==> src/rtl/mult_pp_combiner.sv <==
// mult_pp_combiner
//   Consumer end of the multiply cell. Combines four registered half-width partial
//   products into the full 2W-bit product over a 2-stage stallable pipeline and
//   returns the requested W-bit half together with an opaque destination tag.
//
//   p1 = lo*lo, p2 = lo(src1)*hi(src2), p3 = hi(src1)*lo(src2), p4 = hi*hi
//   product = p1 + ((p2 + p3) << HALF) + (p4 << W)   (mod 2^2W)
//
// Ports
//   clk, reset        clock, asynchronous active-high reset
//   en                pipeline advance; 0 holds every register
//   flush             clears both valid bits on the next edge (wins over en)
//   pp_valid          p1..p4 and sideband are valid this cycle
//   pp_src1_signed    src1 signed (sign-extends p3, p4)
//   pp_src2_signed    src2 signed (sign-extends p2, p4)
//   pp_hi_sel         1 = return upper W bits, 0 = lower W bits
//   pp_tag            destination tag, passed through unchanged
//   p1..p4            partial products
//   res_valid         result valid
//   res_tag           tag of the returned result
//   res_data          selected half of the product
//   res_full          full 2W-bit product
module mult_pp_combiner #(
    parameter int unsigned W     = 32,
    parameter int unsigned TAG_W = 5
) (
    input  logic             clk,
    input  logic             reset,
    input  logic             en,
    input  logic             flush,
    input  logic             pp_valid,
    input  logic             pp_src1_signed,
    input  logic             pp_src2_signed,
    input  logic             pp_hi_sel,
    input  logic [TAG_W-1:0] pp_tag,
    input  logic [W-1:0]     p1,
    input  logic [W-1:0]     p2,
    input  logic [W-1:0]     p3,
    input  logic [W-1:0]     p4,
    output logic             res_valid,
    output logic [TAG_W-1:0] res_tag,
    output logic [W-1:0]     res_data,
    output logic [2*W-1:0]   res_full
);

    localparam int unsigned HALF = W / 2;
    // Two extra bits: the sum of two sign- or zero-extended W-bit values needs W+2 signed bits.
    localparam int unsigned MW   = W + 2;
    localparam int unsigned SW   = 2 * W + 1;

    // ---------------------------------------------------------------------------------------
    // Stage 1 combinational: operand extension and middle-term sum
    // ---------------------------------------------------------------------------------------
    logic [MW-1:0] p2_ext;
    logic [MW-1:0] p3_ext;
    logic [MW-1:0] mid_next;
    logic          hiext_next;

    always_comb begin
        p2_ext     = pp_src2_signed ? {{2{p2[W-1]}}, p2} : {2'b00, p2};
        p3_ext     = pp_src1_signed ? {{2{p3[W-1]}}, p3} : {2'b00, p3};
        mid_next   = p2_ext + p3_ext;
        // p4 is a signed product whenever either operand is signed.
        hiext_next = (pp_src1_signed | pp_src2_signed) & p4[W-1];
    end

    // ---------------------------------------------------------------------------------------
    // Stage 1 registers
    // ---------------------------------------------------------------------------------------
    logic [MW-1:0]    s1_mid;
    logic [2*W-1:0]   s1_base;
    logic             s1_hiext;
    logic             s1_valid;
    logic             s1_hi_sel;
    logic [TAG_W-1:0] s1_tag;

    // ---------------------------------------------------------------------------------------
    // Stage 2 combinational: final 2W-bit sum
    // ---------------------------------------------------------------------------------------
    // s1_hiext only supplies the bit just above 2W; the sign fill of p4 beyond that position
    // falls off the modulo-2^2W result, so a single bit of it is carried.
    logic [SW-1:0]  base_wide;
    logic [SW-1:0]  mid_wide;
    logic [SW-1:0]  sum_wide;
    logic [2*W-1:0] sum;
    logic [W-1:0]   sel_half;
    logic           unused_sum_msb;

    always_comb begin
        base_wide      = {s1_hiext, s1_base};
        mid_wide       = {{(SW - MW){s1_mid[MW-1]}}, s1_mid} << HALF;
        sum_wide       = base_wide + mid_wide;
        sum            = sum_wide[2*W-1:0];
        unused_sum_msb = sum_wide[2*W];
        sel_half       = s1_hi_sel ? sum[2*W-1:W] : sum[W-1:0];
    end

    // ---------------------------------------------------------------------------------------
    // Pipeline registers
    // ---------------------------------------------------------------------------------------
    always_ff @(posedge clk or posedge reset) begin
        if (reset) begin
            s1_mid    <= '0;
            s1_base   <= '0;
            s1_hiext  <= 1'b0;
            s1_valid  <= 1'b0;
            s1_hi_sel <= 1'b0;
            s1_tag    <= '0;
            res_valid <= 1'b0;
            res_tag   <= '0;
            res_data  <= '0;
            res_full  <= '0;
        end else begin
            if (en) begin
                s1_mid    <= mid_next;
                s1_base   <= {p4, p1};
                s1_hiext  <= hiext_next;
                s1_valid  <= pp_valid;
                s1_hi_sel <= pp_hi_sel;
                s1_tag    <= pp_tag;
                res_full  <= sum;
                res_data  <= sel_half;
                res_valid <= s1_valid;
                res_tag   <= s1_tag;
            end
            // Flush kills in-flight ops regardless of en; data registers are don't-care.
            if (flush) begin
                s1_valid  <= 1'b0;
                res_valid <= 1'b0;
            end
        end
    end

endmodule

==> config.mk <==
export PLATFORM = sky130hd
export DESIGN_NAME = mult_pp_combiner
export DESIGN_NICKNAME = d
export VERILOG_FILES = /design/src/rtl/mult_pp_combiner.sv
export SDC_FILE = /design/constraint.sdc
export NUM_CORES = 1
export LEC_CHECK = 0
export CAP_MARGIN = 40
export CORE_ASPECT_RATIO = 0.7
export CORE_MARGIN = 1.5
export CORE_UTILIZATION = 40
export CTS_CLUSTER_SIZE = 12
export DETAILED_ROUTE_END_ITERATION = 7
export GPL_TIMING_DRIVEN = 0
export PLACE_DENSITY_LB_ADDON = 0.1
export SYNTH_ARGS = -nofsm -noshare
export SYNTH_HDL_FRONTEND = slang
export SYNTH_SLANG_ARGS = --single-unit
==> constraint.sdc <==
create_clock -name clk -period 12.55 [get_ports clk]
set_input_delay 2.51 -clock clk [delete_from_list [all_inputs] [get_ports clk]]
set_output_delay 2.51 -clock clk [all_outputs]
set_load 0.01 [all_outputs]
==> results.yml, run 1 <==
synth:
  synthArstFlopShare: 1.00
  synth_cells: 1176
  syn_avg_cell_area_sq_um: 10.6
  ys_seq_area_frac: 0.416
  synth_edf_count: 0
  synth_flop_cell: "dfrtp_1"
  yosys_warnings: 0
  synth_cell_types: 73
  syn_nets: 1399
  synth_area_sq_mm: 0.0124
  ys_ff_latch: 207
timing:
  finalSetupTns_ps: 0
  max_freq_mhz: 193
  timing.final.crit_share: 0.412
  rsz0062_at_grt: "no"
  finalHoldViolations: 0
  finalMaxSlewViolations: 0
  finalSetupViolations: 0
  fin_ws_ps: 7380
  min_period_ps: 5170
  finClkSkew_ps: 15.1
  tightest_slew_ps: 907
  relSlewSlack: 0.395
floorplan:
  die_area_sq_mm: 0.0322
  rows: 53
  die_y_microns: 151
  die_w_microns: 214
  core_area_sq_mm: 0.0303
  start_util: 0.410
  io_pins: 243
setup_path:
  critical_path_buf_inv_count: 2
  crit_slowest_cell: "clkdlybuf4s50_1"
  crit_path_start_kind: "input pin"
  cp.required_ps: 12950
  max_stage_delay_ps: 460
  path_cells: "clkdlybuf4s50_1 > ha_1 > inv_1 > fa_1 > nor2b_1 > o31a_1 > o31a_1 > nor2_1 > and3_1 > o31ai_1 > a31oi_1 > xnor2_1 > mux2_2"
  cp_top_family: "compound AO/OA/AOI/OAI gates"
  critPathMostFrequentCell: "o31a_1"
  cp.arrival_ps: 5570
  critPathKind: "input pin to flip-flop"
  crit_fanout: 3
  cp-end-kind: "flip-flop"
cells_and_area:
  areaGrowthSynthToFinish_pct: 29.4
  layoutNonFillerInstCount: 1865
  final_cell_mix: "clkdlybuf4s50_1 (242), dfrtp_1 (207), mux2_2 (151), a21oi_1 (104), ha_1 (80)"
  drive_gt1_frac: 0.154
  fillCellCount: 2784
  mostFrequentLayoutCell: "clkdlybuf4s50_1"
  multiInputGateArea_sq_mm: 0.00689
  seq_area_sq_mm: 0.00518
  antenna_cells: 0
  fin_nets: 1668
global_route:
  grt_use_met3: 0.0590
  grt-busiest-layer: "met1"
  grt_pass1_wl_microns: 59000
  grtUsageMet1: 0.360
  antenna_found_initial: 1
  grt_pass1_vias: 10200
  grtUsageMet2: 0.348
  grt_overflow: 0
  grt_max_degree: 122
  grt_usage: 0.240
route:
  via_per_inst: 5.51
  wl_microns: 38200
  avgRoutedWirePerCell_microns: 20.5
  final_antenna_net_count: 0
  via_count: 10300
  drc: 0
  first_iter_violations: 794
  drtPass1Iterations: 5
clock_network:
  htree_levels: 1
  cts.reportedPaths.clkPinSlew_ps: 60
  cts_tree: "yes"
  hold_buffers: 0
  cts.sinks: 207
  cts_resized: 0
  cts_buffer_depth: 3
  clock_latency_ps: 520
  numCtsBuffers: 22
  cts_setup_buffers: 0
  ctsRootBufferMaster: "clkbuf_16"
placed_design:
  dp.cells: 1833
  portBuffers: 242
  gp_congestion: 0.888
  dp_hpwl_microns: 29800
  place_worst_setup_slack_ps: 6890
power_and_ir_drop:
  irDropWorstVdd_v: 0.0000947
  swShare: 0.366
  p_clk_frac: 0.214
  p_switching_mw: 1.06
  power_density_mw_per_mm2: 181
  power.total_mw: 2.90
  pwr-share-comb: 0.454
  p_int_mw: 1.84
  seqPwrFrac: 0.333
  p_leak_nw: 6.83
run_status:
  status: "finished, final reports clean"
job:
  cap_viol_max_count: 0
min_path:
  hp-class: "flip-flop to flip-flop"
==> registers in the layout (all words and copies together), names as in the netlist <==
| signal | count |
|---|---|
| res_tag | 5 |
| res_valid | 1 |
| s1_hi_sel | 1 |
| res_data | 32 |
| res_full | 64 |
| s1_valid | 1 |
| s1_mid | 34 |
| s1_tag | 5 |
| s1_base | 64 |
==> through the flow <==
step	area (sq um)	hold WS [ps]	util
floorplan	12400	456	-
global placement	15400	462	0.507
finish	16100	480	0.531
global route	16100	505	0.531
CTS	16100	483	0.531
detailed placement	15400	468	0.509
==> cells in the mapped netlist (21+ instances only) <==
master | n | area share
dfrtp_1 | 207 | 0.42
mux2i_1 | 21 | 0.017
ha_1 | 80 | 0.080
nand2_1 | 66 | 0.020
nand3_1 | 21 | 0.0084
clkbuf_1 | 35 | 0.011
xnor2_1 | 48 | 0.034
nor2_1 | 76 | 0.023
mux2_2 | 151 | 0.14
a21o_1 | 44 | 0.027
xor2_1 | 22 | 0.015
a21oi_1 | 104 | 0.042
o21ai_0 | 47 | 0.019
==> final timing paths <==
path / start / to / slack (ps) / depth (start not counted)
max: p2[0] / s1_mid[18] / 7380 / 13
min: res_data[1] / res_data[1] / 480 / 1
max reg2reg: s1_mid[33] / res_data[29] / 8840 / 11
min reg2reg: res_data[1] / res_data[1] / 480 / 1
max in group asynchronous: reset / s1_mid[19] / 9030 / 3
min in group asynchronous: reset / s1_base[59] / 2470 / 2
==> power by group through the flow <==
stage	Combinational, mW	Clock, mW	Sequential, mW
3_5_place_dp	1.31	0	0.975
4_1_cts	1.32	0.632	0.966
2_1_floorplan	0.700	0	1.00
6_report	1.32	0.620	0.967
5_1_grt	1.44	0.655	0.988
3_3_place_gp	1.30	0	0.973
==> kinds of logic after synthesis <==
kind of cell             after synthesis  synth area share
AND/OR/NAND/NOR                      242            0.0925
buffers and inverters                 73            0.0300
adder cells (fa/ha/maj)               82            0.0837
AO/OA/AOI/OAI                        330             0.174
multiplexers                         172             0.154
XOR/XNOR                              70            0.0493
flip-flops                           207             0.416
==> per-layer routing <==
layer / share of wire / wire [microns]
met5: 0.00044 / 17
met4: 0.019 / 722
met3: 0.078 / 2960
met2: 0.41 / 15700
met1: 0.49 / 18800
==> area by class of cell <==
| class | instances | share of cell area |
|---|---|---|
| inverters | 17 | 0.00443 |
| well taps | 412 | 0.0320 |
| multi-input cells | 896 | 0.428 |
| clock inverters | 4 | 0.00296 |
| flip-flops and latches | 207 | 0.322 |
| repair buffers | 245 | 0.154 |
| clock buffers | 28 | 0.0376 |
| plain buffers | 56 | 0.0192 |
No activity file was read; power rests on OpenSTA's default activity.
==> run 2: changes to the inputs <==
==> constraint.sdc (replaced) <==
create_clock -name clk -period 4.2 [get_ports clk]
set_input_delay 0.84 -clock clk [delete_from_list [all_inputs] [get_ports clk]]
set_output_delay 0.84 -clock clk [all_outputs]
set_load 0.01 [all_outputs]
==> results.yml, run 2 (synthesis gave the netlist of run 1 again) <==
setup_path:
  cp.required_ps: 4600
  max_stage_delay_ps: 850
  crit_path_start_kind: "flip-flop"
  reg2reg_to: "res_data[29]"
  r2r_slack_ps: 540
  cp-end-kind: "flip-flop"
  crit_fanout: 16
  crit_slowest_cell: "dfrtp_1"
  cp-startpoint: "s1_mid[33]"
  path_cells: "ha_1 > clkbuf_1 > a21o_1 > a21o_1 > a21oi_1 > inv_1 > a2111oi_0 > o21ai_0 > a31oi_1 > mux2i_1 > a221o_1"
  timing.rr.start: "s1_mid[33]"
  cp.arrival_ps: 4070
  critPathMostFrequentCell: "a21o_1"
  critPathKind: "flip-flop to flip-flop"
  reg2reg_depth: 11
  crit_end: "res_data[29]"
timing:
  max_freq_mhz: 273
  relSlewSlack: 0.390
  finClkSkew_ps: 13.4
  timing.hold.ws_ps: 491
  finalSetupTns_ps: 0
  fin_ws_ps: 538
  min_period_ps: 3660
  finalHoldViolations: 0
  tightest_slew_ps: 915
  timing.final.crit_share: 0.872
  finalMaxSlewViolations: 0
  finalSetupViolations: 0
  rsz0062_at_grt: "no"
clock_network:
  htree_levels: 1
  cts_buffer_depth: 3
  cts_setup_buffers: 0
  cts.sinks: 207
  cts_resized: 0
  hold_buffers: 0
  ctsRootBufferMaster: "clkbuf_16"
  cts_tree: "yes"
  clock_latency_ps: 520
  cts.reportedPaths.clkPinSlew_ps: 60
  numCtsBuffers: 21
cells_and_area:
  antenna_cells: 0
  drive_gt1_frac: 0.155
  final_cell_mix: "clkdlybuf4s50_1 (242), dfrtp_1 (207), mux2_2 (151), a21oi_1 (104), ha_1 (80)"
  fillCellCount: 2809
  areaGrowthSynthToFinish_pct: 29.6
  mostFrequentLayoutCell: "clkdlybuf4s50_1"
  fin_nets: 1673
  reg_top3: "res_full: 64 flops, s1_base: 64 flops, s1_mid: 34 flops"
  final_cell_area_sq_mm: 0.0161
power_and_ir_drop:
  seqPwrFrac: 0.339
  p_leak_nw: 6.84
  p_switching_mw: 3.16
  irDropWorstVdd_v: 0.000280
  power_density_mw_per_mm2: 531
  swShare: 0.369
  p_clk_frac: 0.200
  p_int_mw: 5.39
  pwr-share-comb: 0.461
route:
  via_per_inst: 5.43
  first_iter_violations: 810
  via_count: 10100
  avgRoutedWirePerCell_microns: 20.4
  wl_microns: 38200
  drtPass1Iterations: 5
  drc: 0
  final_antenna_net_count: 0
global_route:
  grt_pass1_wl_microns: 58400
  grt_usage: 0.238
  grt-busiest-layer: "met1"
  grt_pass1_vias: 10100
  grt_max_degree: 37
  antenna_found_initial: 0
  grt_overflow: 0
  grt_use_met3: 0.0465
  grtUsageMet2: 0.350
  grtUsageMet1: 0.364
floorplan:
  start_util: 0.410
  rows: 53
  die_y_microns: 151
  die_area_sq_mm: 0.0322
  core_area_sq_mm: 0.0303
  die_w_microns: 214
  io_pins: 243
run_status:
  status: "finished, final reports clean"
placed_design:
  portBuffers: 242
  gp_congestion: 0.888
  place_worst_setup_slack_ps: 226
  place_area_sq_mm: 0.0155
  dp_hpwl_microns: 30400
job:
  cap_viol_max_count: 0
min_path:
  worstHoldPathCells: 1
  hp-class: "flip-flop to flip-flop"
## run 2: cell count changes in the layout (fill, tap and decap cells not counted), moves of 2 or more
cell,previous run,this run
clkinv_2,2,0
clkbuf_16,23,21
buf_6,8,10
buf_12,0,6
## run 2: worst max-delay path, delay by kind of cell (launching register included)
family / cells / cell delay (ps)
adders and majority gates: 1 / 350
muxes: 1 / 170
buffers and inverters: 2 / 300
AOI/OAI and AO/OA: 7 / 1850
DFF: 1 / 850
## run 2: layer usage
| metal | part of all wire | wire length, microns | up-vias |
|---|---|---|---|
| met5 | 0 | 0 | - |
| met4 | 0.015 | 586 | 0 |
| met3 | 0.064 | 2430 | 38 |
| met2 | 0.42 | 15900 | 286 |
| met1 | 0.50 | 19300 | 4936 |
| li1 | - | - | 4877 |
## run 2: metrics by stage
stage	cells	power [mW]	utilization
final	1868	8.55	0.532
after global routing	1868	9.04	0.532
after CTS	1868	8.60	0.532
after detailed placement	1839	6.85	0.513
after global placement	1830	6.80	0.507
after floorplan	1176	5.08	-
## run 2: worst min-delay path by stage
| stage | startpoint | end | slack [ps] |
|---|---|---|---|
| after floorplan | s1_mid[7] | s1_mid[7] | 460 |
| after global placement | res_data[1] | res_data[1] | 460 |
| after detailed placement | res_data[15] | res_data[15] | 480 |
| after CTS | res_data[15] | res_data[15] | 490 |
| after global routing | res_data[15] | res_data[15] | 510 |
| final | res_data[15] | res_data[15] | 490 |
## run 2: cell type report
cell class,instances,area (sq um),area share
Sequential cell,207,5180,0.321
Multi-Input combinational cell,896,6890,0.427
Inverter,17,67.6,0.00419
Buffer,56,309,0.0192
Tap cell,412,515,0.0320
Clock inverter,1,8.76,0.000544
Timing Repair Buffer,251,2580,0.160
Clock buffer,28,572,0.0355
## run 2: power groups by stage
stage	sequential [mW]	combinational, mW	clock, mW
6_report	2.90	3.94	1.71
2_1_floorplan	2.99	2.09	0
3_3_place_gp	2.91	3.88	0
4_1_cts	2.89	3.96	1.75
5_1_grt	2.96	4.27	1.81
3_5_place_dp	2.92	3.93	0
==> run 3: changes to the inputs <==
--- a/config.mk
+++ b/config.mk
@@ -11,7 +11,7 @@
 export CORE_UTILIZATION = 40
 export CTS_CLUSTER_SIZE = 12
 export DETAILED_ROUTE_END_ITERATION = 7
-export GPL_TIMING_DRIVEN = 0
+export GPL_TIMING_DRIVEN = 1
 export PLACE_DENSITY_LB_ADDON = 0.1
 export SYNTH_ARGS = -nofsm -noshare
 export SYNTH_HDL_FRONTEND = slang
==> results.yml, run 3 (synthesis gave the netlist of run 1 again) <==
run_status:
  status: "finished, final reports clean"
global_route:
  grt_pass1_vias: 9546
  grt_usage: 0.219
  grt_overflow: 0
  grt_max_degree: 133
  antenna_found_initial: 1
  grt_pass1_wl_microns: 54700
floorplan:
  die_area_sq_mm: 0.0322
  core_area_sq_mm: 0.0303
  die_y_microns: 151
  rows: 53
  die_w_microns: 214
  io_pins: 243
  start_util: 0.410
clock_network:
  cts_setup_buffers: 0
  cts.sinks: 207
  cts_resized: 0
  hold_buffers: 0
  clock_latency_ps: 510
  cts.reportedPaths.clkPinSlew_ps: 60
  numCtsBuffers: 22
  ctsRootBufferMaster: "clkbuf_16"
  cts_buffer_depth: 3
  htree_levels: 1
  cts_tree: "yes"
cells_and_area:
  antenna_cells: 0
  final_cell_mix: "clkdlybuf4s50_1 (241), dfrtp_1 (206), mux2_2 (151), a21oi_1 (104), ha_1 (80)"
  seq_area_sq_mm: 0.00518
  drive_gt1_frac: 0.153
  fin_nets: 1619
  multiInputGateArea_sq_mm: 0.00689
  reg_top3: "res_full: 64 flops, s1_base: 64 flops, s1_mid: 34 flops"
  fillCellCount: 2770
  mostFrequentLayoutCell: "clkdlybuf4s50_1"
  areaGrowthSynthToFinish_pct: 27.4
timing:
  finalSetupTns_ps: 0
  rsz0062_at_grt: "no"
  timing.hold.ws_ps: 485
  finalMaxSlewViolations: 0
  finalSetupViolations: 0
  finalHoldViolations: 0
  timing.final.crit_share: 0.820
  finClkSkew_ps: 8.20
  relSlewSlack: 0.539
  min_period_ps: 3440
  tightest_slew_ps: 691
  max_freq_mhz: 290
setup_path:
  timing.rr.start: "s1_mid[0]"
  crit_path_start_kind: "input pin"
  crit_fanout: 3
  max_stage_delay_ps: 460
  reg2reg_to: "res_data[28]"
  cp.required_ps: 4600
  reg2reg_depth: 9
  r2r_slack_ps: 840
  critical_path_buf_inv_count: 2
  cp_top_family: "compound AO/OA/AOI/OAI gates"
  critPathMostFrequentCell: "o31a_1"
  cp.arrival_ps: 3840
  critPathKind: "input pin to flip-flop"
  cp-end-kind: "flip-flop"
  path_cells: "clkdlybuf4s50_1 > ha_1 > inv_1 > fa_1 > nor2b_1 > o31a_1 > o31a_1 > nor2_1 > and3_1 > o31ai_1 > a31oi_1 > xnor2_1 > mux2_2"
  crit_slowest_cell: "clkdlybuf4s50_1"
power_and_ir_drop:
  power_density_mw_per_mm2: 540
  irDropWorstVdd_v: 0.000264
  p_leak_nw: 6.72
  power.total_mw: 8.55
route:
  drtPass1Iterations: 5
  drc: 0
  wl_microns: 35000
  via_count: 9923
  first_iter_violations: 637
  final_antenna_net_count: 0
  avgRoutedWirePerCell_microns: 19.3
  via_per_inst: 5.46
job:
  cap_viol_max_count: 0
min_path:
  hp-class: "flip-flop to flip-flop"
  worstHoldPathCells: 1
  worstHoldStart: "s1_mid[4]"
  whs_endpoint: "s1_mid[4]"
placed_design:
  dp_hpwl_microns: 26900
  gp_congestion: 0.864
  portBuffers: 242
run 3: cell types whose count changed in the layout (fill, tap and decap cells not counted):
cell and change:
clkbuf_1 -34, buf_6 -10, buf_2 -3, buf_1 -2, buf_12 -2, clkbuf_16 +2
clkinv_2 +2, buf_4 -1, clkdlybuf4s15_1 -1, clkdlybuf4s50_1 -1, clkinv_4 +1, dfrtp_1 -1
dfrtp_2 +1, inv_6 -1
run 3: cell type report:
class                           instances  area share
Inverter                               17     0.00426
Clock buffer                           31      0.0395
Timing Repair Buffer                  252       0.161
Clock inverter                          3     0.00118
Sequential cell                       207       0.327
Tap cell                              412      0.0325
Multi-Input combinational cell        896       0.435
run 3: routing by layer:
metal,vias up,global-route usage,wire [microns]
met2,277,0.320,14900
met5,-,0,0
met1,4844,0.333,17500
met4,0,0.0345,434
li1,4772,-,-
met3,30,0.0465,2210
run 3: worst max path at each step:
stage                     cells after the start  start          end  slack (ps)
after floorplan                               1  reset  res_data[0]         670
final                                        13  p2[0]   s1_mid[18]         760
after detailed placement                     13  p2[0]   s1_mid[18]         270
after global routing                         13  p2[0]   s1_mid[18]         580
after global placement                       13  p2[0]   s1_mid[18]         340
after CTS                                    13  p2[0]   s1_mid[18]         790
run 3: power by group:
part | switching (mW) | internal [mW] | leakage, nW | total [mW]
Clock | 0.783 | 1.03 | 0.317 | 1.81
Sequential | 0.352 | 2.52 | 2.42 | 2.88
Combinational | 1.97 | 1.90 | 3.99 | 3.86
run 3: through the flow:
stage               utilization  std cells  setup WS, ps  area, sq um
floorplan                     -       1176           674        12400
global placement          0.501       1783           341        15200
detailed placement        0.502       1784           266        15200
CTS                       0.523       1818           792        15800
global route              0.523       1818           583        15800
finish                    0.523       1818           757        15800
